--- src/rtl/cvm_pkg.sv ---
// Shared definitions for the coffee vending controller family.
//   COIN_*      : 2-bit coin codes used on coin/change_coin
//   state_t     : controller states
//   coin_value(): maps a coin code to its credit value given the three denominations
package cvm_pkg;

  localparam logic [1:0] COIN_NONE = 2'b00;
  localparam logic [1:0] COIN_1    = 2'b01;
  localparam logic [1:0] COIN_2    = 2'b10;
  localparam logic [1:0] COIN_3    = 2'b11;

  typedef enum logic [1:0] {
    ST_IDLE    = 2'd0,
    ST_COLLECT = 2'd1,
    ST_VEND    = 2'd2,
    ST_CHANGE  = 2'd3
  } state_t;

  function automatic int coin_value(input logic [1:0] code, input int v1, input int v2, input int v3);
    case (code)
      COIN_1:  return v1;
      COIN_2:  return v2;
      COIN_3:  return v3;
      default: return 0;
    endcase
  endfunction

endpackage

--- src/rtl/cvm_change_gen.sv ---
// Greedy change picker: for a remaining amount, returns the largest coin that
// still fits and its value. Purely combinational.
//   amount : remaining credit to return
//   code   : coin code to emit (COIN_NONE when amount is below the smallest coin)
//   value  : credit value of that coin
module cvm_change_gen
  import cvm_pkg::*;
#(
  parameter int CREDIT_W  = 8,
  parameter int COIN1_VAL = 5,
  parameter int COIN2_VAL = 10,
  parameter int COIN3_VAL = 20
) (
  input  logic [CREDIT_W-1:0] amount,
  output logic [1:0]          code,
  output logic [CREDIT_W-1:0] value
);

  always_comb begin
    if (amount >= CREDIT_W'(COIN3_VAL))      code = COIN_3;
    else if (amount >= CREDIT_W'(COIN2_VAL)) code = COIN_2;
    else if (amount >= CREDIT_W'(COIN1_VAL)) code = COIN_1;
    else                                     code = COIN_NONE;
    value = CREDIT_W'(coin_value(code, COIN1_VAL, COIN2_VAL, COIN3_VAL));
  end

endmodule

--- src/rtl/cvm_multi_ctrl.sv ---
// Multi-product vending controller: collects coins, vends a selected product
// (with or without sugar), refunds on cancel and pays change greedily.
//   clk, rst      : clock / async active-low reset
//   coin          : inserted coin code (one coin per non-zero cycle)
//   sel_valid/sel_id/sugar : product selection strobe, product, sugar option
//   cancel        : refund request (honoured only while collecting)
//   credit        : current credit
//   busy          : dispensing or paying change
//   coffee / coffee_sugar / prod_out : dispense strobes and product
//   change_coin   : one returned coin per cycle while paying change
//   coin_reject / sel_reject : one-cycle pulses for refused coin / selection
// All outputs are registered. change_coin is non-zero exactly while in CHANGE:
// the first coin is issued on the edge that enters CHANGE and credit shows the
// amount still owed after that coin.
module cvm_multi_ctrl
  import cvm_pkg::*;
#(
  parameter int NUM_PROD    = 4,
  parameter int CREDIT_W    = 8,
  parameter logic [NUM_PROD*CREDIT_W-1:0] PRICES = {8'd25, 8'd20, 8'd15, 8'd15},
  parameter int COIN1_VAL   = 5,
  parameter int COIN2_VAL   = 10,
  parameter int COIN3_VAL   = 20,
  parameter int MAX_CREDIT  = 60,
  parameter int VEND_CYCLES = 4,
  localparam int ID_W = (NUM_PROD > 1) ? $clog2(NUM_PROD) : 1
) (
  input  logic                clk,
  input  logic                rst,
  input  logic [1:0]          coin,
  input  logic                sel_valid,
  input  logic [ID_W-1:0]     sel_id,
  input  logic                sugar,
  input  logic                cancel,
  output logic [CREDIT_W-1:0] credit,
  output logic                busy,
  output logic                coffee,
  output logic                coffee_sugar,
  output logic [ID_W-1:0]     prod_out,
  output logic [1:0]          change_coin,
  output logic                coin_reject,
  output logic                sel_reject
);

  localparam int SW    = CREDIT_W + 1;  // one extra bit so the ceiling check cannot wrap
  localparam int CNT_W = (VEND_CYCLES > 1) ? $clog2(VEND_CYCLES) : 1;

  state_t              state;
  logic [CNT_W-1:0]    vend_cnt;
  logic [SW-1:0]       coin_val, sum, eff;
  logic                coin_ok, sel_ok;
  logic [CREDIT_W-1:0] price, chg_in, pick_val;
  logic [1:0]          pick_code;

  always_comb begin
    coin_val = SW'(coin_value(coin, COIN1_VAL, COIN2_VAL, COIN3_VAL));
    sum      = {1'b0, credit} + coin_val;
    coin_ok  = (coin != COIN_NONE) && (sum <= SW'(MAX_CREDIT));
    // Effective credit for this cycle's selection/cancel includes an accepted coin.
    eff      = coin_ok ? sum : {1'b0, credit};
    price    = '0;
    for (int i = 0; i < NUM_PROD; i++)
      if (int'(sel_id) == i) price = PRICES[i*CREDIT_W +: CREDIT_W];
    sel_ok   = (int'(sel_id) < NUM_PROD) && (eff >= {1'b0, price});
    // Change source: refund amount on cancel, otherwise the held credit.
    chg_in   = (state == ST_COLLECT && cancel) ? eff[CREDIT_W-1:0] : credit;
  end

  cvm_change_gen #(
    .CREDIT_W (CREDIT_W),
    .COIN1_VAL(COIN1_VAL),
    .COIN2_VAL(COIN2_VAL),
    .COIN3_VAL(COIN3_VAL)
  ) u_change (
    .amount(chg_in),
    .code  (pick_code),
    .value (pick_val)
  );

  always_ff @(posedge clk or negedge rst) begin
    if (!rst) begin
      state        <= ST_IDLE;
      vend_cnt     <= '0;
      credit       <= '0;
      busy         <= 1'b0;
      coffee       <= 1'b0;
      coffee_sugar <= 1'b0;
      prod_out     <= '0;
      change_coin  <= COIN_NONE;
      coin_reject  <= 1'b0;
      sel_reject   <= 1'b0;
    end else begin
      change_coin <= COIN_NONE;
      coin_reject <= (coin != COIN_NONE) && !coin_ok;
      sel_reject  <= 1'b0;
      case (state)
        ST_IDLE, ST_COLLECT: begin
          if (state == ST_COLLECT && cancel) begin
            // Cancel wins over a same-cycle selection; the selection is not flagged.
            state       <= ST_CHANGE;
            busy        <= 1'b1;
            change_coin <= pick_code;
            credit      <= chg_in - pick_val;
          end else if (sel_valid && sel_ok) begin
            state        <= ST_VEND;
            busy         <= 1'b1;
            credit       <= eff[CREDIT_W-1:0] - price;
            prod_out     <= sel_id;
            coffee       <= !sugar;
            coffee_sugar <= sugar;
            vend_cnt     <= CNT_W'(VEND_CYCLES - 1);
          end else begin
            sel_reject <= sel_valid;
            credit     <= eff[CREDIT_W-1:0];
            busy       <= 1'b0;
            state      <= (eff != '0) ? ST_COLLECT : ST_IDLE;
          end
        end
        ST_VEND: begin
          coin_reject <= (coin != COIN_NONE);
          sel_reject  <= sel_valid;
          if (vend_cnt == '0) begin
            coffee       <= 1'b0;
            coffee_sugar <= 1'b0;
            prod_out     <= '0;
            if (credit != '0) begin
              state       <= ST_CHANGE;
              change_coin <= pick_code;
              credit      <= credit - pick_val;
            end else begin
              state <= ST_IDLE;
              busy  <= 1'b0;
            end
          end else begin
            vend_cnt <= vend_cnt - CNT_W'(1);
          end
        end
        ST_CHANGE: begin
          coin_reject <= (coin != COIN_NONE);
          sel_reject  <= sel_valid;
          if (credit != '0) begin
            change_coin <= pick_code;
            credit      <= credit - pick_val;
          end else begin
            state <= ST_IDLE;
            busy  <= 1'b0;
          end
        end
        default: state <= ST_IDLE;
      endcase
    end
  end

endmodule

--- config.mk ---
export PLATFORM = sky130hd
export DESIGN_NAME = cvm_multi_ctrl
export DESIGN_NICKNAME = d
export VERILOG_FILES = /design/src/rtl/cvm_pkg.sv /design/src/rtl/cvm_change_gen.sv /design/src/rtl/cvm_multi_ctrl.sv
export SDC_FILE = /design/constraint.sdc
export NUM_CORES = 1
export LEC_CHECK = 0
export BUFFER_PORTS_ARGS = -buffer_cell sky130_fd_sc_hd__buf_2
export CAP_MARGIN = 10
export CORE_MARGIN = 3
export CORE_UTILIZATION = 45
export DETAILED_ROUTE_END_ITERATION = 8
export GPL_ROUTABILITY_DRIVEN = 0
export SETUP_SLACK_MARGIN = 0.1
export SYNTH_ARGS = -nofsm -noshare
export SYNTH_HDL_FRONTEND = slang
export SYNTH_SLANG_ARGS = --single-unit
--- constraint.sdc ---
create_clock -name clk -period 6.6 [get_ports clk]
set_input_delay 1.32 -clock clk [delete_from_list [all_inputs] [get_ports clk]]
set_output_delay 1.32 -clock clk [all_outputs]
set_load 0.1 [all_outputs]
; After elaboration in Yosys (flattened, before gate mapping)
; Index checks and enable logic that the tools add are counted.
[classes]
n_addsub = 5
n_lt_le_gt_ge = 5
n_eq_ne = 17
n_mux = 51
reduce_logical = 18
[op_table]
columns = operator, count
row1 = $mux W8, 8
row2 = $mux W2, 16
row3 = $pmux W5 S3, 2
row4 = $pmux W8 S3, 1
row5 = $sub A8 B8 Y8, 3
row6 = $eq A2 B2 Y1 const B, 8
row7 = $mux W1, 14
row8 = $pmux W2 S3, 2
row9 = $ne A2 B2 Y1 const B, 5
row10 = $add A8 B9 Y9, 1
row11 = $ge A9 B8 Y1, 1
row12 = $le A9 B6 Y1 const B, 1
row13 = $mux W9, 1
row14 = $reduce_bool A9 Y1, 1
row15 = $eq A2 B1 Y1 const B, 4
row16 = $ge A8 B3 Y1 const B, 1
row17 = $ge A8 B4 Y1 const B, 1
row18 = $ge A8 B5 Y1 const B, 1
row19 = $pmux W2 S2, 2
row20 = $reduce_and A4 Y1, 2
row21 = $reduce_bool A8 Y1, 1
row22 = $logic_not A2 Y1, 3
row23 = $pmux W1 S2, 3
row24 = $logic_and A1 B1 Y1, 4
row25 = 7 further kinds, 10
[totals]
regBits = 21
wordCells = 106

; Depth between registers and ports, before layout
[logic_depth]
depth_word = 17
ltp_mapped = 23

; By module
; Synthesis repeated with hierarchy kept, for this count alone.
[unflattened]
cells_unflattened = 362
area_unflattened_um2 = 2831.5
[modules_own_cells]
columns = module, instances, cells_each, area_each_um2, seq_area_each_um2
row1 = cvm_multi_ctrl, 1, 338, 2693.8, 525.5
row2 = cvm_change_gen, 1, 24, 137.6, 0.0

; Worst setup path after synthesis
; Ideal clock, no wire load.
[synth_path]
path_type = input to register
start = input port coin[1]
end = register credit[7]
setup_ns = 0.161
arrival_ns = 5.558
required_time_ns = 6.439
path_slack_ns = 0.881
cell_stages = 21
path_buffers = 1
path_cell_list = and2b_1 -> ha_1 -> ha_1 -> a21o_1 -> o221a_2 -> nor4_2 -> o2111ai_2 -> o21ai_2 -> nand2b_1 -> clkbuf_1 -> o21ai_0 -> o21ai_1 -> ha_1 -> nor2b_1 -> o21ai_0 -> a21oi_1 -> o21ai_0 -> nand3b_1 -> or4_1 -> o311a_1 -> xnor2_1
[synth_between]
elab_chain_len = 17
elab_cells_between_ends = 30
classes_between = add/sub (4) / order compare (5) / eq/ne (6) / mux (12) / reduce/logical (3)
[synth_rtl]
columns = item, line
row1 = start: declaration, cvm_multi_ctrl.sv:30  ; input logic [1:0] coin,
row2 = $eq A2 B2 Y1 or $eq A2 B1 Y1 (tied branches), cvm_pkg.sv:20  ; case (code)
row3 = $pmux W5 S3, cvm_pkg.sv:20
row4 = $add A8 B9 Y9, cvm_multi_ctrl.sv:57  ; sum = {1'b0, credit} + coin_val;
row5 = $le A9 B6 Y1, cvm_multi_ctrl.sv:58  ; coin_ok = (coin != COIN_NONE) && (sum <= SW'(MAX_CREDIT));
row6 = $logic_and A1 B1 Y1, cvm_multi_ctrl.sv:58
row7 = $mux W9 *, cvm_multi_ctrl.sv:60  ; eff = coin_ok ? sum : {1'b0, credit};
row8 = $mux W8, cvm_multi_ctrl.sv:66  ; chg_in = (state == ST_COLLECT && cancel) ? eff[CREDIT_W-1:0] : credit;
row9 = $ge A8 B3 Y1, cvm_change_gen.sv:22  ; else if (amount >= CREDIT_W'(COIN1_VAL)) code = COIN_1;
row10 = $mux W1, cvm_change_gen.sv:22
row11 = $mux W2, cvm_change_gen.sv:21  ; else if (amount >= CREDIT_W'(COIN2_VAL)) code = COIN_2;
row12 = $mux W2, cvm_change_gen.sv:20  ; if (amount >= CREDIT_W'(COIN3_VAL)) code = COIN_3;
row13 = $eq A2 B2 Y1 or $eq A2 B1 Y1 (tied branches), cvm_pkg.sv:20
row14 = $pmux W5 S3, cvm_pkg.sv:20
row15 = $sub A8 B8 Y8, "cvm_multi_ctrl.sv:129, cvm_multi_ctrl.sv:143"
row16 = $mux W8, "cvm_multi_ctrl.sv:126, cvm_multi_ctrl.sv:141"
row17 = $mux W8, cvm_multi_ctrl.sv:122  ; if (vend_cnt == '0) begin
row18 = $pmux W8 S3 *, cvm_multi_ctrl.sv:96  ; case (state)
row19 = end signal: assignment, cvm_multi_ctrl.sv:103  ; credit <= chg_in - pick_val;
row20 = end signal: assignment, cvm_multi_ctrl.sv:129  ; credit <= credit - pick_val;
row21 = end signal: assignment, cvm_multi_ctrl.sv:143  ; credit <= credit - pick_val;
row22 = end: declaration, cvm_multi_ctrl.sv:35  ; output logic [CREDIT_W-1:0] credit,
; Mark *: on every way between the ends. The rest lies on a longest branch, timed or not. The select of a mux whose other input is x is not followed.
; A chain may end at the register's enable or synchronous reset.

; Worst setup path in the final report
[layout_path]
start = input port coin[1]
end = register credit[3]
; Same word-level chain as after synthesis.

==> metrics.csv <==
metric,value,unit
status,completed,
finalNonFillerCells,410,
cpMaxStageDelayCell,or4b_4,
pre_cts_ws,0.234,ns
cp_max_fo,10,
start_util,48.3,%
dp.cells,404,
die_h,81.4,um
cap_violations,0,
wire_per_inst,17.8,um
yosysSeqAreaShare,20.5,%
grt_pass1_vias,2394,
startpoint_type,input port,
ant_nets,0,
ys_top_cells_by_count,"29 x nand2_1, 28 x o21ai_0, 21 x dfrtp_1, 21 x inv_1",
stdcell_area,2820,um2
worstSetupPathType,input port to register,
cts_max_level,1,
clkLatencyLatePin,0.27,ns
tightestPinTransition,0.642,ns
dr.first_iter.drc_count,107,
synthTopCellsByArea,"dfrtp_1 21%, ha_1 9.8%, o21ai_0 5.5%, nand2_1 4.3%, a21oi_1 3.1%",
path_clk_slew,0.09,ns
vias,2483,
async_flop_share,100,%
track_usage,23.5,%
synth.most_common_cell,nand2_1,
num_rows,26,
arrival,6.24,ns
grt_first_pass_wirelength,12.0,mm
max_freq,164,MHz
yosysWarningCount,0,
grt_max_degree,33,
synth_edf_count,0,
synth_top_area_cell,dfrtp_1,
port_buffers,25,
slowest_delay,0.57,ns
syn_nets,349,
critPathCaptureType,register,
setup_ws,0.507,ns
routed_wl,7.28,mm
drive_gt1_share,18.2,%
min_path_type,register to register,
overflow,0,
syn_area,2560,um2
clkSinkCount,21,
clockRootBuffer,clkbuf_8,
finalSetupViolations,0,
io_pins,26,
cpMostUsedCell,ha_1,
skew,0.00568,ns
syn2layout_area_growth,10.2,%
yosysUniqueCellTypes,71,
numCtsBuffers,3,
dr.pass1.iters,4,
synth_flop_cell,dfrtp_1,
timing_max_transition_violations_final,0,
cts-hold-fix-buffers,0,
placed_cell_area,2760,um2
synth_top_area_share,20.5,%
synth_seq_cells,21,
drc,0,
diodes,0,
critPathRequiredTime,6.75,ns
path_cells,buf_2 -> and2b_1 -> ha_1 -> ha_1 -> a21o_1 -> o221a_2 -> nor4_2 -> o2111ai_2 -> o21ai_2 -> buf_4 -> mux2i_1 -> inv_1 -> ha_1 -> nor2b_1 -> o21ai_0 -> a21oi_1 -> a21o_1 -> or4b_4 -> nand3_4 -> mux2i_1 -> o21ai_1 -> a21boi_1,
cts_tree,yes,
rsz0062_at_grt,no,
maxSlewHeadroom,56.9,%
core_area,5300,um2
nNetsFinal,373,
cts_buffer_depth,2,
post-route-min-period,6.09,ns
vias_per_cell,6.06,
finalCritPeriodShare,92.3,%
dp_hpwl,5.64,mm
die_w,81.4,um
dieArea,6630,um2
hold_viol,0,
syn-instance-count,317,
antenna_found_initial,0,
finalSetupTns,0,ns
syn_avg_cell_area,8.08,um2
## cell usage in the layout (no fill, tap or decap), types with 7 or more instances in the layout
| cell | n |
|---|---|
| ha_1 | 20 |
| nor3_1 | 10 |
| xnor2_1 | 9 |
| buf_4 | 9 |
| mux2i_1 | 8 |
| a21oi_1 | 16 |
| o21ai_0 | 28 |
| nor2_1 | 20 |
| nand2_1 | 29 |
| dfrtp_1 | 21 |
| buf_2 | 25 |
| inv_1 | 21 |
| o21a_1 | 7 |
## state kept, by name, summed over array words and instances, names as in the netlist
name	cells
coin_reject	1
sel_reject	1
state	2
credit	8
prod_out	2
busy	1
change_coin	2
vend_cnt	2
coffee	1
coffee_sugar	1
## worst max-delay path, delay by kind of cell
kind            cells  cell delay [ns]
compound gates      9             1.72
simple gates        5             1.35
fa+ha+maj           3             0.77
mux                 2             0.60
buf+inv             3             0.47
## through the flow
step           util (%)  hold slack, ns
2_1_floorplan         -           0.518
3_3_place_gp       52.0           0.480
3_5_place_dp       52.0           0.489
4_1_cts            52.9           0.509
5_1_grt            53.2           0.563
6_report           53.2           0.503
## final cells by class
class	count	area [um2]
Fill cell	533	2480
Multi-Input combinational cell	259	1890
Sequential cell	21	526
Timing Repair Buffer	34	193
Tap cell	70	87.6
Inverter	22	82.6
Clock buffer	3	41.3
Clock inverter	1	5.00
## cell families after synthesis
kind of cell               after synthesis  share of synthesized area [%]
DFF                                     21                           20.5
xor gates and xnor gates                14                           4.79
adders and majority gates               23                           12.1
buffers and inverters                   37                           5.91
and+or+nand+nor                        112                           24.3
AOI/OAI and AO/OA                      101                           28.8
muxes                                    9                           3.57
## path summary, 6_finish.rpt
| check | to | cells past startpoint | start | slack (ns) |
|---|---|---|---|---|
| setup / recovery | credit[3] | 22 | coin[1] | 0.51 |
| hold / removal | prod_out[1] | 2 | prod_out[1] | 0.50 |
| setup reg to reg | credit[3] | 19 | credit[2] | 1.24 |
| hold reg to reg | prod_out[1] | 2 | prod_out[1] | 0.50 |
| max in group asynchronous | credit[7] | 1 | rst | 5.25 |
| min in group asynchronous | change_coin[0] | 1 | rst | 1.00 |
## metal layers
layer / part of all wire, % / GRT usage, % / vias to the layer above / wire, um
met5: 0 / 0 / - / 0
met4: 2.2 / 8.61 / 0 / 161
met3: 4.0 / 2.85 / 18 / 294
met2: 48 / 39.4 / 62 / 3470
met1: 46 / 30.8 / 1174 / 3360
li1: - / - / 1229 / -
## what timing repair did
item                       in CTS  in global routing
hold endpoints to repair        0                  0
setup buffers                   0                  2
resized for setup               0                  1
setup endpoints to repair       0                  1
Power is not shown: default switching activity piles up to over one toggle a cycle in this logic, so the estimate is an artifact.
